File: config.mk
export PLATFORM = sky130hd
export DESIGN_NAME = prog_loader
export DESIGN_NICKNAME = d
export VERILOG_FILES = /design/src/rtl/prog_loader_pkg.sv /design/src/rtl/prog_loader_word_assembler.sv /design/src/rtl/prog_loader.sv
export SDC_FILE = /design/constraint.sdc
export NUM_CORES = 1
export LEC_CHECK = 0
export CAP_MARGIN = 20
export CORE_ASPECT_RATIO = 1.1
export CORE_MARGIN = 5
export CORE_UTILIZATION = 36
export DETAILED_ROUTE_END_ITERATION = 8
export PLACE_DENSITY = 0.69
export SLEW_MARGIN = 20
export SYNTH_ARGS = -nofsm -noshare
export SYNTH_HDL_FRONTEND = slang
export SYNTH_SLANG_ARGS = --single-unit
File: constraint.sdc
create_clock -name clk -period 2.9 [get_ports clk]
set_clock_uncertainty 0.2 [all_clocks]
set_input_delay 0.725 -clock clk [delete_from_list [all_inputs] [get_ports clk]]
set_output_delay 0.725 -clock clk [all_outputs]
set_load 0.005 [all_outputs]
File: src/rtl/prog_loader_pkg.sv
// rtl/prog_loader_pkg.sv - shared states and constants for the boot program loader
package prog_loader_pkg;

    typedef enum logic [2:0] {
        ST_IDLE,
        ST_HDR_HI,
        ST_HDR_LO,
        ST_DATA,
        ST_WRITE,
        ST_DONE,
        ST_ERROR
    } state_t;

    localparam int HDR_BYTES   = 2;
    localparam int WORD_BYTES  = 4;
    localparam int INSTR_WIDTH = 32;

endpackage

File: src/rtl/prog_loader_word_assembler.sv
// rtl/prog_loader_word_assembler.sv - big-endian byte-to-word shift register
module word_assembler
    import prog_loader_pkg::*;
(
    input  logic                   clk,
    input  logic                   reset_n,
    input  logic                   clear,
    input  logic                   shift_en,
    input  logic [7:0]             byte_in,
    output logic [INSTR_WIDTH-1:0] word,
    output logic                   word_full
);

    localparam int CW = $clog2(WORD_BYTES);

    logic [CW-1:0] byte_cnt;

    always_ff @(posedge clk) begin
        if (!reset_n || clear) begin
            word     <= '0;
            byte_cnt <= '0;
        end else if (shift_en) begin
            word     <= {word[INSTR_WIDTH-9:0], byte_in};
            byte_cnt <= byte_cnt + 1'b1;
        end
    end

    // Asserted while the final byte of a word is being shifted in.
    assign word_full = shift_en && (byte_cnt == CW'(WORD_BYTES - 1));

endmodule

File: src/rtl/prog_loader.sv
// rtl/prog_loader.sv - streams a length-prefixed program into instruction memory, then releases the CPU
module prog_loader
    import prog_loader_pkg::*;
#(
    parameter int ADDR_WIDTH     = 10,
    parameter int TIMEOUT_CYCLES = 4096
) (
    input  logic                   clk,
    input  logic                   reset_n,
    input  logic                   start,
    input  logic [7:0]             byte_in,
    input  logic                   byte_valid,
    output logic                   byte_ready,
    output logic [ADDR_WIDTH-1:0]  imem_addr,
    output logic [INSTR_WIDTH-1:0] imem_wdata,
    output logic                   imem_we,
    output logic                   cpu_run,
    output logic                   busy,
    output logic                   done,
    output logic                   error,
    output logic [ADDR_WIDTH:0]    words_loaded
);

    localparam int              TW        = $clog2(TIMEOUT_CYCLES + 1);
    localparam logic [TW-1:0]   T_LAST    = TW'(TIMEOUT_CYCLES - 1);
    localparam logic [16:0]     MAX_WORDS = 17'(2 ** ADDR_WIDTH);

    state_t                 state, next_state;
    logic [7:0]             n_hi;
    logic [15:0]            n_words;
    logic [15:0]            n_next;
    logic [ADDR_WIDTH:0]    wcount;
    logic [TW-1:0]          tcnt;
    logic                   in_load;
    logic                   accept;
    logic                   idle_tick;
    logic                   timed_out;
    logic                   restart;
    logic                   asm_full;
    logic [INSTR_WIDTH-1:0] asm_word;

    assign in_load   = (state == ST_HDR_HI) || (state == ST_HDR_LO) || (state == ST_DATA);
    assign accept    = in_load && byte_valid;
    assign idle_tick = in_load && !byte_valid;
    assign timed_out = idle_tick && (tcnt == T_LAST);
    assign n_next    = {n_hi, byte_in};

    word_assembler u_asm (
        .clk       (clk),
        .reset_n   (reset_n),
        .clear     (restart || timed_out),
        .shift_en  (accept && (state == ST_DATA)),
        .byte_in   (byte_in),
        .word      (asm_word),
        .word_full (asm_full)
    );

    always_comb begin
        next_state = state;
        restart    = 1'b0;
        case (state)
            ST_IDLE, ST_DONE, ST_ERROR: begin
                if (start) begin
                    next_state = ST_HDR_HI;
                    restart    = 1'b1;
                end
            end
            ST_HDR_HI: begin
                if (accept)         next_state = ST_HDR_LO;
                else if (timed_out) next_state = ST_ERROR;
            end
            ST_HDR_LO: begin
                if (accept) begin
                    if (n_next == 16'd0)                 next_state = ST_DONE;
                    else if ({1'b0, n_next} > MAX_WORDS) next_state = ST_ERROR;
                    else                                 next_state = ST_DATA;
                end else if (timed_out) begin
                    next_state = ST_ERROR;
                end
            end
            ST_DATA: begin
                if (accept && asm_full) next_state = ST_WRITE;
                else if (timed_out)     next_state = ST_ERROR;
            end
            ST_WRITE: begin
                // Compare against the post-increment count so the last word ends the load.
                if (17'(wcount) + 17'd1 == {1'b0, n_words}) next_state = ST_DONE;
                else                                        next_state = ST_DATA;
            end
            default: next_state = ST_IDLE;
        endcase
    end

    always_ff @(posedge clk) begin
        if (!reset_n) begin
            state   <= ST_IDLE;
            n_hi    <= '0;
            n_words <= '0;
            wcount  <= '0;
            tcnt    <= '0;
        end else begin
            state <= next_state;
            if (restart || accept || timed_out)
                tcnt <= '0;
            else if (idle_tick)
                tcnt <= tcnt + 1'b1;
            if (restart) begin
                n_words <= '0;
                wcount  <= '0;
            end
            if (accept && state == ST_HDR_HI)
                n_hi <= byte_in;
            if (accept && state == ST_HDR_LO)
                n_words <= n_next;
            if (state == ST_WRITE)
                wcount <= wcount + 1'b1;
        end
    end

    assign byte_ready   = in_load;
    assign imem_we      = (state == ST_WRITE);
    assign imem_addr    = imem_we ? wcount[ADDR_WIDTH-1:0] : '0;
    assign imem_wdata   = imem_we ? asm_word : '0;
    assign cpu_run      = (state == ST_DONE);
    assign done         = (state == ST_DONE);
    assign error        = (state == ST_ERROR);
    assign busy         = in_load || (state == ST_WRITE);
    assign words_loaded = wcount;

endmodule

Yosys cells after proc, flatten, opt, wreduce, memory -nomap -nowiden
Cells that the tools add are included.
- $add $sub $neg: 4
- $mul: 0
- div/mod/pow operators: 0
- $lt $le $gt $ge: 1
- eq/ne operators: 10
- shift-type cells: 0
- mux-type cells: 17
- bitwise logic cells: 1
- reductions and logical operators: 23
- operators by type and width (cell ; number):
    2-to-1 mux 16 bit ; 2
    2-to-1 mux 32 bit ; 1
    2-to-1 mux 3 bit ; 8
    2-to-1 mux 11 bit ; 2
    == test 12 x 16 -> 1 bit ; 1
    > comparator 16 x 11 -> 1 bit (second input constant) ; 1
    zero test 16 bit ; 1
    one-hot mux 3 bit (5 select lines) ; 1
    adder 13 x 1 -> 13 bit (second input constant) ; 1
    == test 13 x 12 -> 1 bit (second input constant) ; 1
    adder 11 x 1 -> 12 bit (second input constant) ; 1
    adder 11 x 1 -> 11 bit (second input constant) ; 1
    2-to-1 mux 10 bit ; 1
    == test 3 bit (second input constant) ; 3
    logical AND 1 bit ; 8
    logical OR 1 bit ; 7
    == test 3 x 2 -> 1 bit (second input constant) ; 2
    nonzero test 2 bit ; 2
    == test 3 x 1 -> 1 bit (second input constant) ; 1
    zero test 3 bit ; 1
    OR reduction 3 bit ; 1
    adder 2 x 1 -> 2 bit (second input constant) ; 1
    == test 2 bit (second input constant) ; 1
    zero test 1 bit ; 2
    other kinds (4) ; 5
- register bits after elaboration: 85
- latch bits: 0
- RAM bits: 0
- ROM bits: 0
- input bits: 12
- output and inout bits: 59
- word-level logic and storage cells: 63
- memories kept: 0

Depth between registers and ports, before layout
- depth in word-level cells: 9
- gate-level depth with buffers: 10
- gate-level depth less buffers: 8

Modules after synthesis
Synthesis repeated with hierarchy kept, for this count alone.
- cell total of the unflattened synthesis: 492
- area total of the unflattened synthesis: 4329.2 um^2
- by module, submodules not included (module ; times used ; cells an instance ; area an instance (um^2) ; sequential area each (um^2)):
    prog_loader ; 1 ; 379 ; 3056.7 ; 1021.0
    word_assembler ; 1 ; 113 ; 1272.5 ; 680.7

Worst setup path after synthesis
No wires, ideal clock.
- path type: input -> register
- start point: input byte_valid
- end point: register u_asm.byte_cnt[0]
- setup time: 115 ps
- data arrival time: 2074 ps
- data required time: 2585 ps
- slack: 511 ps
- stages on the path: 7
- path buffers: 3
- cell sequence: buf_2 > or4_4 > nor3_4 > or2_1 > buf_4 > buf_6 > nor2_1
- cells in the longest elaborated chain, start to end: 5
- elaborated cells between the ends (all ways): 7
- classes of those cells: 7 x reduce/logical
- ends and longest elaborated chain (element ; line ; text):
    from (decl) ; prog_loader.sv:12 ; input logic byte_valid,
    zero test 1 bit ; prog_loader.sv:44 ; assign idle_tick = in_load && !byte_valid;
    logical AND 1 bit ; prog_loader.sv:44 ;
    logical AND 1 bit ; prog_loader.sv:45 ; assign timed_out = idle_tick && (tcnt == T_LAST);
    logical OR 1 bit ; prog_loader.sv:51 ; .clear (restart || timed_out),
    logical OR 1 bit ; prog_loader_word_assembler.sv:19 ; if (!reset_n || clear) begin
    to (signal assigned) ; prog_loader_word_assembler.sv:24 ; byte_cnt <= byte_cnt + 1'b1;
    to (decl) ; prog_loader_word_assembler.sv:16 ; logic [CW-1:0] byte_cnt;
Several ways; a longest one is shown, not always the timed one.
A chain may end at the register's enable or synchronous reset.

Worst setup path in the final report
- start point: register state[0]
- end point: output cpu_run
- cells in the longest elaborated chain, start to end: 1
- ends and longest elaborated chain (element ; line ; text):
    from (decl) ; prog_loader.sv:28 ; state_t state, next_state;
    from (signal assigned) ; prog_loader.sv:102 ; state <= next_state;
    == test 3 bit ; prog_loader.sv:124 ; assign cpu_run = (state == ST_DONE);
    to (decl) ; prog_loader.sv:17 ; output logic cpu_run,
No other way between the ends.

==> flow_metrics.env <==
export IMPL_synth_area_leader_cell="dfxtp_1"
export IMPL_final_cell_mix="nand2_1 (105), dfxtp_1 (84), clkdlybuf4s50_1 (69)"
export IMPL_cts_made_buffers=9
export IMPL_drt_vias_per_instance=5.15
export IMPL_io_pins=71
export IMPL_timing_setup_tns_ns=0
export IMPL_rr_startpoint="state[2]$_SDFFE_PN0P_"
export IMPL_cts_root_buf="clkbuf_16"
export IMPL_slowest_delay_ns=0.64
export IMPL_cts_tree="yes"
export IMPL_num_rows=41
export IMPL_cp_arrival_ns=1.89
export IMPL_post_route_min_period_ns=2.82
export IMPL_hold_viol=0
export IMPL_htreeDepth=3
export IMPL_syn_to_final_growth_pct=31.9
export IMPL_clock_fmax_mhz=355
export IMPL_dpl_cell_area_mm2=0.00510
export IMPL_place_congestion=0.873
export IMPL_drtAntennaViolNets=0
export IMPL_die_x_um=113
export IMPL_worstSetupPathType="reg -> out"
export IMPL_grtUsageTotal=0.157
export IMPL_synthFlopType="dfxtp_1"
export IMPL_finalSetupViolations=0
export IMPL_cap_violations=0
export IMPL_dr_pass1_iters=5
export IMPL_final_area_mm2=0.00551
export IMPL_synth_edf_count=0
export IMPL_endpoint_kind="output pin"
export IMPL_synth_top_area_frac=0.408
export IMPL_die_area_mm2=0.0139
export IMPL_cp_start_kind="flip-flop"
export IMPL_syn_num_nets=553
export IMPL_syn_cell_area_mm2=0.00417
export IMPL_crit_buf_inv=2
export IMPL_min_path_type="reg -> reg"
export IMPL_drc_errors=0
export IMPL_initial_core_util=0.365
export IMPL_cp_required_ns=1.98
export IMPL_final_common_cell="nand2_1"
export IMPL_grt_pass1_vias=3663
export IMPL_drive_above_1_share=0.0993
export IMPL_coreArea_mm2=0.0114
export IMPL_max_slew_margin_rel=0.600
export IMPL_grt_start_max_net_pins=38
export IMPL_syn_avg_cell_area_um2=7.76
export IMPL_p_leak_nw=1.96
export IMPL_drt_initial_drc_count=265
export IMPL_rsz0062_at_grt="false"
export IMPL_path_max_fanout=6
export IMPL_antenna_found_initial=0
export IMPL_totalWireLength_um=11000
export IMPL_cts_sinks=85
export IMPL_ys_seq_area_frac=0.408
export IMPL_cp_slowest_cell="clkdlybuf4s50_1"
export IMPL_antenna_cells=0
export IMPL_ys_warn_count=0
export IMPL_synth_distinct_cells=55
export IMPL_postCtsHoldBufs=0
export IMPL_status="finished clean"
export IMPL_cpLargestDelayFamily="buffers and inverters"
export IMPL_async_flop_share=0
export IMPL_p_per_area_mw_per_mm2=507
export IMPL_synth_seq_cells=85
export IMPL_portBuffers=70
export IMPL_hold_worst_slack_ns=0.255
export IMPL_finalCritPeriodShare=0.972
export IMPL_fin_total_pwr_w=0.00279
export IMPL_cts_setup_buffers=0
export IMPL_wire_per_inst_um=14.4
export IMPL_min_delay_start="u_asm.word[27]$_SDFFE_PP0P_"
export IMPL_dpl_hpwl_um=7590
export IMPL_grt_overflow_total=0
export IMPL_cts_buffer_depth=2
export IMPL_tightestPinTransition_ns=0.596
export IMPL_nets=624
export IMPL_clk_pin_slew_ns=0.07
export IMPL_slew_viol_final=0
export IMPL_num_vias=3934
export IMPL_insertion_delay_ns=0.34
export IMPL_synth_cells=538
export IMPL_crit_chain="inv_1 -> nor3_1 -> clkdlybuf4s50_1"
export IMPL_grt_pass1_wl_um=17900
export IMPL_cp_startpoint="state[0]$_SDFFE_PN0P_"
export IMPL_fillers=1090
export IMPL_die_h_um=123
export IMPL_synth_area_leaders="dfxtp_1 (41%), nand2_1 (9.5%), and2_1 (6.6%)"
export IMPL_power_ir_vdd_worst_v=0.000300
-- what timing repair did --
item                                    CTS  global route
gates resized for setup                   7             5
cloned                                    1             1
endpoints found under the setup margin   42            42
-- synth_stat cells, types with 11 or more instances --
cell,number
a21oi_1,52
a22oi_1,20
and2_1,44
buf_2,13
clkbuf_1,19
dfxtp_1,85
nand2_1,106
nand3_1,13
nor2_1,55
o21ai_0,13
xnor2_1,11
xor2_1,15
-- through the flow --
| stage | worst slack (ns) | instances | utilization |
|---|---|---|---|
| 3_3_place_gp | 0.0271 | 746 | 0.446 |
| 2_1_floorplan | 0.511 | 538 | - |
| 5_1_grt | 0.0148 | 764 | 0.481 |
| 4_1_cts | 0.00140 | 763 | 0.478 |
| 6_report | 0.0808 | 764 | 0.481 |
| 3_5_place_dp | -0.0993 | 746 | 0.446 |
-- power by group --
part	switching, W	internal (W)
clock	0.000506	0.000770
combinational	0.000187	0.000128
sequential	0.0000159	0.00119
-- sequential cells by signal (all words and copies together) (netlist names) --
| signal | count |
|---|---|
| words_loaded | 11 |
| u_asm.byte_cnt | 2 |
| state | 3 |
| n_hi | 8 |
| n_words | 16 |
| tcnt | 13 |
| u_asm.word | 32 |
-- worst min-delay path, cell delays in order (launching register included) --
cell     delay (ns)
dfxtp_1        0.31
nand2_1        0.05
a21oi_1        0.05
-- cell type report --
class | instances | area [um^2] | area share
timing repair buffer | 98 | 985 | 0.179
sequential | 85 | 1700 | 0.309
clock buffer | 9 | 225 | 0.0409
inverter | 10 | 42.5 | 0.00773
clock inverter | 7 | 105 | 0.0191
multi-input combinational | 405 | 2260 | 0.410
tap | 150 | 188 | 0.0341
-- worst paths after layout --
check	slack (ns)	endpoint	cells past startpoint
min reg2reg	0.26	u_asm.word[27]$_SDFFE_PP0P_	2
max reg2reg	0.50	tcnt[5]$_SDFFE_PP0P_	7
min	0.26	u_asm.word[27]$_SDFFE_PP0P_	2
max	0.08	cpu_run	3
-- logic make-up (layout without fill, tap and decap cells) --
| kind of cell | count (synthesis) | after routing | share of synthesized area |
|---|---|---|---|
| flip-flops | 85 | 85 | 0.408 |
| AND/OR/NAND/NOR | 258 | 258 | 0.297 |
| multiplexers | 2 | 2 | 0.00510 |
| adder cells (fa/ha/maj) | 5 | 5 | 0.0138 |
| XOR/XNOR | 26 | 26 | 0.0546 |
| buffers and inverters | 48 | 124 | 0.0546 |
| AO/OA/AOI/OAI | 114 | 114 | 0.167 |
-- layer usage --
metal,share of wire,wire (um),GRT usage
met5,0,0,0
met1,0.44,4850,0.203
met3,0.033,366,0.0284
met2,0.51,5650,0.265
met4,0.014,155,0.0533
No activity file was read; power rests on OpenSTA's default activity.
